File: config.mk
export PLATFORM = sky130hd
export DESIGN_NAME = uart_rx_fifo
export DESIGN_NICKNAME = d
export VERILOG_FILES = /design/src/rtl/uart_pkg.sv /design/src/rtl/uart_rx_sync_fifo.sv /design/src/rtl/uart_rx_fifo.sv
export SDC_FILE = /design/constraint.sdc
export NUM_CORES = 1
export LEC_CHECK = 0
export ABC_AREA = 1
export BUFFER_PORTS_ARGS = -buffer_cell sky130_fd_sc_hd__buf_2
export CAP_MARGIN = 10
export CORE_MARGIN = 8
export CORE_UTILIZATION = 63
export CTS_BUF_LIST = sky130_fd_sc_hd__clkbuf_8
export CTS_CLUSTER_DIAMETER = 200
export DETAILED_ROUTE_END_ITERATION = 8
export PLACE_DENSITY = 0.79
export SYNTH_ARGS = -nofsm -noshare
export SYNTH_HDL_FRONTEND = slang
export SYNTH_HIERARCHICAL = 1
export SYNTH_SLANG_ARGS = --single-unit
File: constraint.sdc
create_clock -name i_clk -period 2.5 [get_ports i_clk]
set_input_delay 0.25 -clock i_clk [delete_from_list [all_inputs] [get_ports i_clk]]
set_output_delay 0.25 -clock i_clk [all_outputs]
set_load 0.05 [all_outputs]
File: src/rtl/uart_pkg.sv
// Shared definitions for the UART receiver: FSM state encoding, bit-period helper
// and parity mode constants.
package uart_pkg;

    typedef enum logic [2:0] {
        IDLE,
        START,
        DATA,
        PARITY,
        STOP,
        WAIT_HIGH
    } rx_state_t;

    localparam int unsigned PARITY_EVEN     = 0;
    localparam int unsigned PARITY_ODD_MODE = 1;

    function automatic int unsigned clks_per_bit(input int unsigned clock_freq,
                                                 input int unsigned baud_rate);
        return clock_freq / baud_rate;
    endfunction

endpackage

File: src/rtl/uart_rx_sync_fifo.sv
// Show-ahead synchronous FIFO; a write that finds it full is dropped (and flagged
// for one clock) unless a pop in the same cycle frees a slot.
module uart_rx_sync_fifo
    import uart_pkg::*;
#(
    parameter int unsigned WIDTH = 10,
    parameter int unsigned DEPTH = 4
) (
    input  logic                   clk,
    input  logic                   rst_n,
    input  logic                   wr_en,
    input  logic [WIDTH-1:0]       wr_data,
    input  logic                   rd_en,
    output logic [WIDTH-1:0]       rd_data,
    output logic [$clog2(DEPTH):0] count,
    output logic                   empty,
    output logic                   overflow
);
    localparam int unsigned PTR_W = $clog2(DEPTH);

    logic [WIDTH-1:0] mem [DEPTH];
    logic [PTR_W-1:0] wr_ptr;
    logic [PTR_W-1:0] rd_ptr;
    logic             full;
    logic             do_wr;
    logic             do_rd;

    assign full    = (count == (PTR_W + 1)'(DEPTH));
    assign empty   = (count == '0);
    assign do_rd   = rd_en && !empty;
    assign do_wr   = wr_en && (!full || do_rd);
    assign rd_data = mem[rd_ptr];

    always_ff @(posedge clk) begin
        if (do_wr) begin
            mem[wr_ptr] <= wr_data;
        end
    end

    always_ff @(posedge clk) begin
        if (!rst_n) begin
            wr_ptr   <= '0;
            rd_ptr   <= '0;
            count    <= '0;
            overflow <= 1'b0;
        end else begin
            if (do_wr) begin
                wr_ptr <= wr_ptr + 1'b1;
            end
            if (do_rd) begin
                rd_ptr <= rd_ptr + 1'b1;
            end
            case ({do_wr, do_rd})
                2'b10:   count <= count + 1'b1;
                2'b01:   count <= count - 1'b1;
                default: count <= count;
            endcase
            overflow <= wr_en && !do_wr;
        end
    end

endmodule

File: src/rtl/uart_rx_fifo.sv
// UART receiver with 3-sample majority voting feeding a show-ahead receive FIFO.
// Define UART_RX_PARITY_EN to expect a parity bit after the data bits (PARITY_ODD: 0 even, 1 odd).
module uart_rx_fifo
    import uart_pkg::*;
#(
    parameter int unsigned CLOCK_FREQ = 50_000_000,
    parameter int unsigned BAUD_RATE  = 9600,
    parameter int unsigned DATA_BITS  = 8,
`ifdef UART_RX_PARITY_EN
    parameter int unsigned PARITY_ODD = PARITY_EVEN,
`endif
    parameter int unsigned FIFO_DEPTH = 4
) (
    input  logic                        i_clk,
    input  logic                        i_rst_n,
    input  logic                        i_rxd,
    output logic                        o_rx_valid,
    input  logic                        i_rx_ready,
    output logic [DATA_BITS-1:0]        o_rx_data,
    output logic                        o_frame_err,
    output logic                        o_parity_err,
    output logic                        o_overrun,
    output logic [$clog2(FIFO_DEPTH):0] o_fifo_count
);
    localparam int unsigned CPB   = clks_per_bit(CLOCK_FREQ, BAUD_RATE);
    localparam int unsigned CNT_W = $clog2(CPB);
    localparam int unsigned BIT_W = $clog2(DATA_BITS);
`ifdef UART_RX_PARITY_EN
    localparam int unsigned ENTRY_W = DATA_BITS + 2;
    localparam logic        ODD     = (PARITY_ODD == PARITY_ODD_MODE);
`else
    localparam int unsigned ENTRY_W = DATA_BITS + 1;
`endif

    localparam logic [CNT_W-1:0] CNT_S0   = CNT_W'(CPB / 2 - 1);
    localparam logic [CNT_W-1:0] CNT_S1   = CNT_W'(CPB / 2);
    localparam logic [CNT_W-1:0] CNT_VOTE = CNT_W'(CPB / 2 + 1);
    localparam logic [CNT_W-1:0] CNT_LAST = CNT_W'(CPB - 1);
    localparam logic [BIT_W-1:0] LAST_BIT = BIT_W'(DATA_BITS - 1);

    logic                 rx_meta;
    logic                 rx_sync;
    rx_state_t            state;
    rx_state_t            state_next;
    logic [CNT_W-1:0]     clk_cnt;
    logic [BIT_W-1:0]     bit_idx;
    logic                 s0;
    logic                 s1;
    logic                 vote;
    logic                 at_vote;
    logic                 at_end;
    logic                 cnt_clr;
    logic                 frame_done;
    logic [DATA_BITS-1:0] shreg;
    logic                 wr_en;
    logic [ENTRY_W-1:0]   wr_entry;
    logic [ENTRY_W-1:0]   head;
    logic                 fifo_empty;
    logic                 pop;
`ifdef UART_RX_PARITY_EN
    logic                 par_bit;
    logic                 parity_err_bit;

    assign parity_err_bit = par_bit ^ (^shreg) ^ ODD;
`endif

    always_ff @(posedge i_clk) begin
        if (!i_rst_n) begin
            rx_meta <= 1'b1;
            rx_sync <= 1'b1;
        end else begin
            rx_meta <= i_rxd;
            rx_sync <= rx_meta;
        end
    end

    // Earlier two samples are latched; the third is the live synchronized value.
    assign vote    = (s0 & s1) | (s0 & rx_sync) | (s1 & rx_sync);
    assign at_vote = (clk_cnt == CNT_VOTE);
    assign at_end  = (clk_cnt == CNT_LAST);

    always_ff @(posedge i_clk) begin
        if (!i_rst_n) begin
            state <= IDLE;
        end else begin
            state <= state_next;
        end
    end

    always_comb begin
        state_next = state;
        cnt_clr    = 1'b0;
        frame_done = 1'b0;
        case (state)
            IDLE: begin
                if (!rx_sync) begin
                    state_next = START;
                end
            end
            START: begin
                if (at_vote && vote) begin
                    state_next = IDLE;
                end else if (at_end) begin
                    state_next = DATA;
                    cnt_clr    = 1'b1;
                end
            end
            DATA: begin
                if (at_end) begin
                    cnt_clr = 1'b1;
                    if (bit_idx == LAST_BIT) begin
`ifdef UART_RX_PARITY_EN
                        state_next = PARITY;
`else
                        state_next = STOP;
`endif
                    end
                end
            end
            PARITY: begin
                if (at_end) begin
                    state_next = STOP;
                    cnt_clr    = 1'b1;
                end
            end
            STOP: begin
                if (at_vote) begin
                    frame_done = 1'b1;
                    state_next = vote ? IDLE : WAIT_HIGH;
                end
            end
            WAIT_HIGH: begin
                if (rx_sync) begin
                    state_next = IDLE;
                end
            end
            default: state_next = IDLE;
        endcase
    end

    always_ff @(posedge i_clk) begin
        if (!i_rst_n) begin
            clk_cnt  <= '0;
            bit_idx  <= '0;
            s0       <= 1'b1;
            s1       <= 1'b1;
            shreg    <= '0;
            wr_en    <= 1'b0;
            wr_entry <= '0;
`ifdef UART_RX_PARITY_EN
            par_bit  <= 1'b0;
`endif
        end else begin
            if (cnt_clr || state == IDLE || state == WAIT_HIGH) begin
                clk_cnt <= '0;
            end else begin
                clk_cnt <= clk_cnt + 1'b1;
            end
            if (clk_cnt == CNT_S0) begin
                s0 <= rx_sync;
            end
            if (clk_cnt == CNT_S1) begin
                s1 <= rx_sync;
            end
            if (state == IDLE) begin
                bit_idx <= '0;
            end else if (state == DATA && at_end) begin
                bit_idx <= bit_idx + 1'b1;
            end
            if (state == DATA && at_vote) begin
                shreg <= {vote, shreg[DATA_BITS-1:1]};
            end
`ifdef UART_RX_PARITY_EN
            if (state == PARITY && at_vote) begin
                par_bit <= vote;
            end
`endif
            // Entry is registered here and written into the FIFO on the next clock.
            wr_en <= frame_done;
            if (frame_done) begin
`ifdef UART_RX_PARITY_EN
                wr_entry <= {parity_err_bit, ~vote, shreg};
`else
                wr_entry <= {~vote, shreg};
`endif
            end
        end
    end

    uart_rx_sync_fifo #(
        .WIDTH(ENTRY_W),
        .DEPTH(FIFO_DEPTH)
    ) u_fifo (
        .clk     (i_clk),
        .rst_n   (i_rst_n),
        .wr_en   (wr_en),
        .wr_data (wr_entry),
        .rd_en   (pop),
        .rd_data (head),
        .count   (o_fifo_count),
        .empty   (fifo_empty),
        .overflow(o_overrun)
    );

    assign o_rx_valid  = !fifo_empty;
    assign pop         = o_rx_valid && i_rx_ready;
    assign o_rx_data   = o_rx_valid ? head[DATA_BITS-1:0] : '0;
    assign o_frame_err = o_rx_valid & head[DATA_BITS];
`ifdef UART_RX_PARITY_EN
    assign o_parity_err = o_rx_valid & head[DATA_BITS+1];
`else
    assign o_parity_err = 1'b0;
`endif

endmodule

==> results.py <==
metrics = {
    "status": {
        "run_status": "completed",
    },
    "worst_hold_path": {
        "min_to": "rx_meta",
        "hold_class": "primary input to register",
        "hold_depth": 2,
        "holdCritStartpoint": "i_rxd",
    },
    "floorplanning": {
        "dieHeight_um": 95.2,
        "start_util_pct": 63.7,
        "core_mm2": 0.00620,
        "row_count": 29,
        "die-area_mm2": 0.00906,
        "die_w_um": 95.2,
        "io-pin-count": 19,
    },
    "timing": {
        "timing.hold.ws_ps": 83.6,
        "clock.fmax_ghz": 0.443,
        "fin_crit_sh_pct": 90.2,
        "slew_headroom_pct": 55.0,
        "rsz0062_at_grt": "no",
        "final-setup-viol-count": 0,
        "clock_skew_ps": 9.94,
        "hold_viol": 0,
        "worstMarginPinSlew_ps": 674,
        "tns_ps": 0,
        "fin_crit_ps": 2250,
        "slew_violations": 0,
        "fin_ws_ps": 245,
    },
    "layout": {
        "num-fill-cells": 496,
        "stdcell_count": 549,
        "nNetsFinal": 482,
        "layout_commonest_cell": "nor2_1",
        "syn_to_final_growth_pct": 9.21,
        "final_cell_mix": "nor2_1, nand2_1, dfxtp_1",
        "drive_above_1_share_pct": 18.0,
        "antenna_cells": 0,
    },
    "global_routing": {
        "grt_pass1_vias": 2742,
        "use_met2_pct": 28.8,
        "use_met1_pct": 18.2,
        "antenna_found_initial": 0,
        "grt-ovfl-total": 0,
        "grt_start_max_net_pins": 22,
        "grt_usage_pct": 16.4,
        "top_usage_layer": "met2",
        "grt_pass1_wl_um": 11700,
        "grt_util_met3_pct": 3.07,
    },
    "placed_design": {
        "dp_hpwl_um": 4890,
        "place_inst": 533,
        "gp_congestion": 0.796,
        "numPortBuffers": 17,
        "pre_cts_ws_ps": 338,
    },
    "pwr": {
        "total_leakage_power_nw": 1.69,
        "powerDensity_mw_per_mm2": 665,
        "ir_drop_v": 0.000445,
        "finalPower_w": 0.00287,
    },
    "yosys": {
        "ys_ff_latch": 87,
        "syn_inst": 441,
        "synth_cell_types": 37,
        "synth.avg_cell_area_um2": 8.96,
        "synth-edff-count": 36,
        "synth_fp_nets": 456,
        "synth-main-ff-cell": "dfxtp_1",
        "syn_area_mm2": 0.00395,
        "async_flop_share_pct": 0,
        "yosys_warnings": 6,
        "yosysSeqAreaShare_pct": 53.2,
    },
    "drt": {
        "antenna_left": 0,
        "dr_total_vias": 2868,
        "wl_per_cell_um": 12.6,
        "drt_iter0_markers": 155,
        "avgViaCountPerCell": 5.22,
        "first_pass_iters": 4,
        "drcViolationCount": 0,
        "routed_wl_um": 6910,
    },
    "worst_setup_path": {
        "worstPathRequired_ps": 2250,
        "r2r_setup_slack_ps": 330,
        "critPathSlowestCell": "dfxtp_1",
        "start_kind": "register",
        "critPathTopFamily": "flip-flops",
        "end_kind": "output pin",
        "r2r_start": "u_fifo/count[0]",
        "path_buf_inv": 3,
        "worstSetupPathType": "register to output pin",
        "crit_chain": "inv_8 -> o21ai_0 -> o22ai_2 -> inv_1 -> nor2_1 -> buf_2",
        "r2r_end": "u_fifo/count[2]",
        "reg2reg_depth": 16,
        "cpPeakStageDelay_ps": 760,
        "arrival_ps": 2000,
        "crit_fanout": 18,
    },
    "clocking": {
        "cts_setup_buffers": 0,
        "ctsHtreeMaxLevel": 3,
        "insertion_delay_ps": 350,
        "cts_buffers": 9,
        "tritoncts": "done",
        "cts_resized": 0,
        "cts_max_path_buffers": 2,
        "clk_pin_slew_worst_paths_ps": 90,
        "root_buffer": "clkbuf_8",
        "cts.sinks": 87,
        "cts-hold-fix-buffers": 0,
    },
    "job": {
        "cap_violations": 0,
    },
}
## cell usage after synthesis (2+ instances only)
cell type | number | area [um^2]
nor3_1 | 3 | 15.0
inv_2 | 3 | 11.3
xor2_1 | 4 | 35.0
buf_6 | 2 | 22.5
ha_1 | 10 | 125
nand3b_1 | 2 | 15.0
buf_4 | 3 | 22.5
clkinv_1 | 2 | 7.51
dfxtp_1 | 51 | 1020
a21oi_1 | 34 | 170
inv_1 | 48 | 180
or2_0 | 2 | 12.5
o21ai_2 | 2 | 17.5
edfxtp_1 | 36 | 1080
nor2_2 | 13 | 81.3
buf_2 | 2 | 10.0
nand2_2 | 7 | 43.8
or2_2 | 2 | 12.5
nand2_1 | 61 | 229
nand3_1 | 32 | 160
o22ai_2 | 9 | 113
o21ai_0 | 24 | 120
clkbuf_1 | 4 | 15.0
nor4_1 | 2 | 12.5
xnor2_1 | 3 | 26.3
nor2_1 | 66 | 248
nand4_1 | 4 | 25.0
## stage by stage
step | utilization (%) | cell area, um^2
after floorplan | - | 3950
after global placement | 66.4 | 4120
after detailed placement | 66.4 | 4120
after CTS | 69.6 | 4320
after global routing | 69.6 | 4320
final | 69.6 | 4320
## area by class of cell
cell class / count / area (um^2) / share of cell area, %
Clock inverter: 7 / 72.6 / 1.68
Multi-Input combinational cell: 288 / 1550 / 35.9
Clock buffer: 9 / 124 / 2.87
Sequential cell: 87 / 2100 / 48.7
Tap cell: 77 / 96.3 / 2.23
Inverter: 54 / 210 / 4.87
Timing Repair Buffer: 27 / 160 / 3.71
## flip-flops by register name (all words and copies together) (netlist names), named ones only
register and count:
bit_idx 3, clk_cnt 13, rx_meta 1, rx_sync 1
s0 1, s1 1, shreg 8, state 3
u_fifo/count 3, u_fifo/mem 36, u_fifo/overflow 1, u_fifo/rd_ptr 2
u_fifo/wr_ptr 2, wr_en 1, wr_entry 9
## how the worst max path moves through the flow
stage / depth (start not counted) / start / slack [ps] / endpoint
4_1_cts: 6 / register / 250 / o_rx_data[3]
3_3_place_gp: 16 / u_fifo/count[0] / 440 / u_fifo/count[2]
3_5_place_dp: 16 / u_fifo/count[0] / 340 / u_fifo/count[2]
6_report: 6 / register / 250 / o_rx_data[4]
5_1_grt: 16 / u_fifo/count[1] / 110 / u_fifo/count[2]
2_1_floorplan: 12 / u_fifo/count[0] / 50 / u_fifo/count[1]
## kinds of logic after synthesis
kind of cell | share of synthesized area (%)
AND/OR/NAND/NOR | 22.7
flip-flops | 53.2
AO/OA/AOI/OAI | 11.1
buffers and inverters | 7.60
adder cells (fa/ha/maj) | 3.67
XOR/XNOR | 1.55
other | 0.0949
## routing by layer
layer  up-vias  wire length [um]
met5         -                 0
met4         0               134
met3        12               257
met2        39              3470
met1      1321              3040
li1       1496                 -
## power breakdown
part / switching (W) / internal [W]
Sequential: 0.0000347 / 0.00150
Combinational: 0.000257 / 0.000123
Clock: 0.000494 / 0.000463
## worst reg2reg max path: cells and delay by family (launching register included)
kind	cells	cell delay, ps
flip-flops	1	340
buffers and inverters	3	210
adder cells (fa/ha/maj)	2	560
AND/OR/NAND/NOR	11	960
No activity file was read; power rests on OpenSTA's default activity.
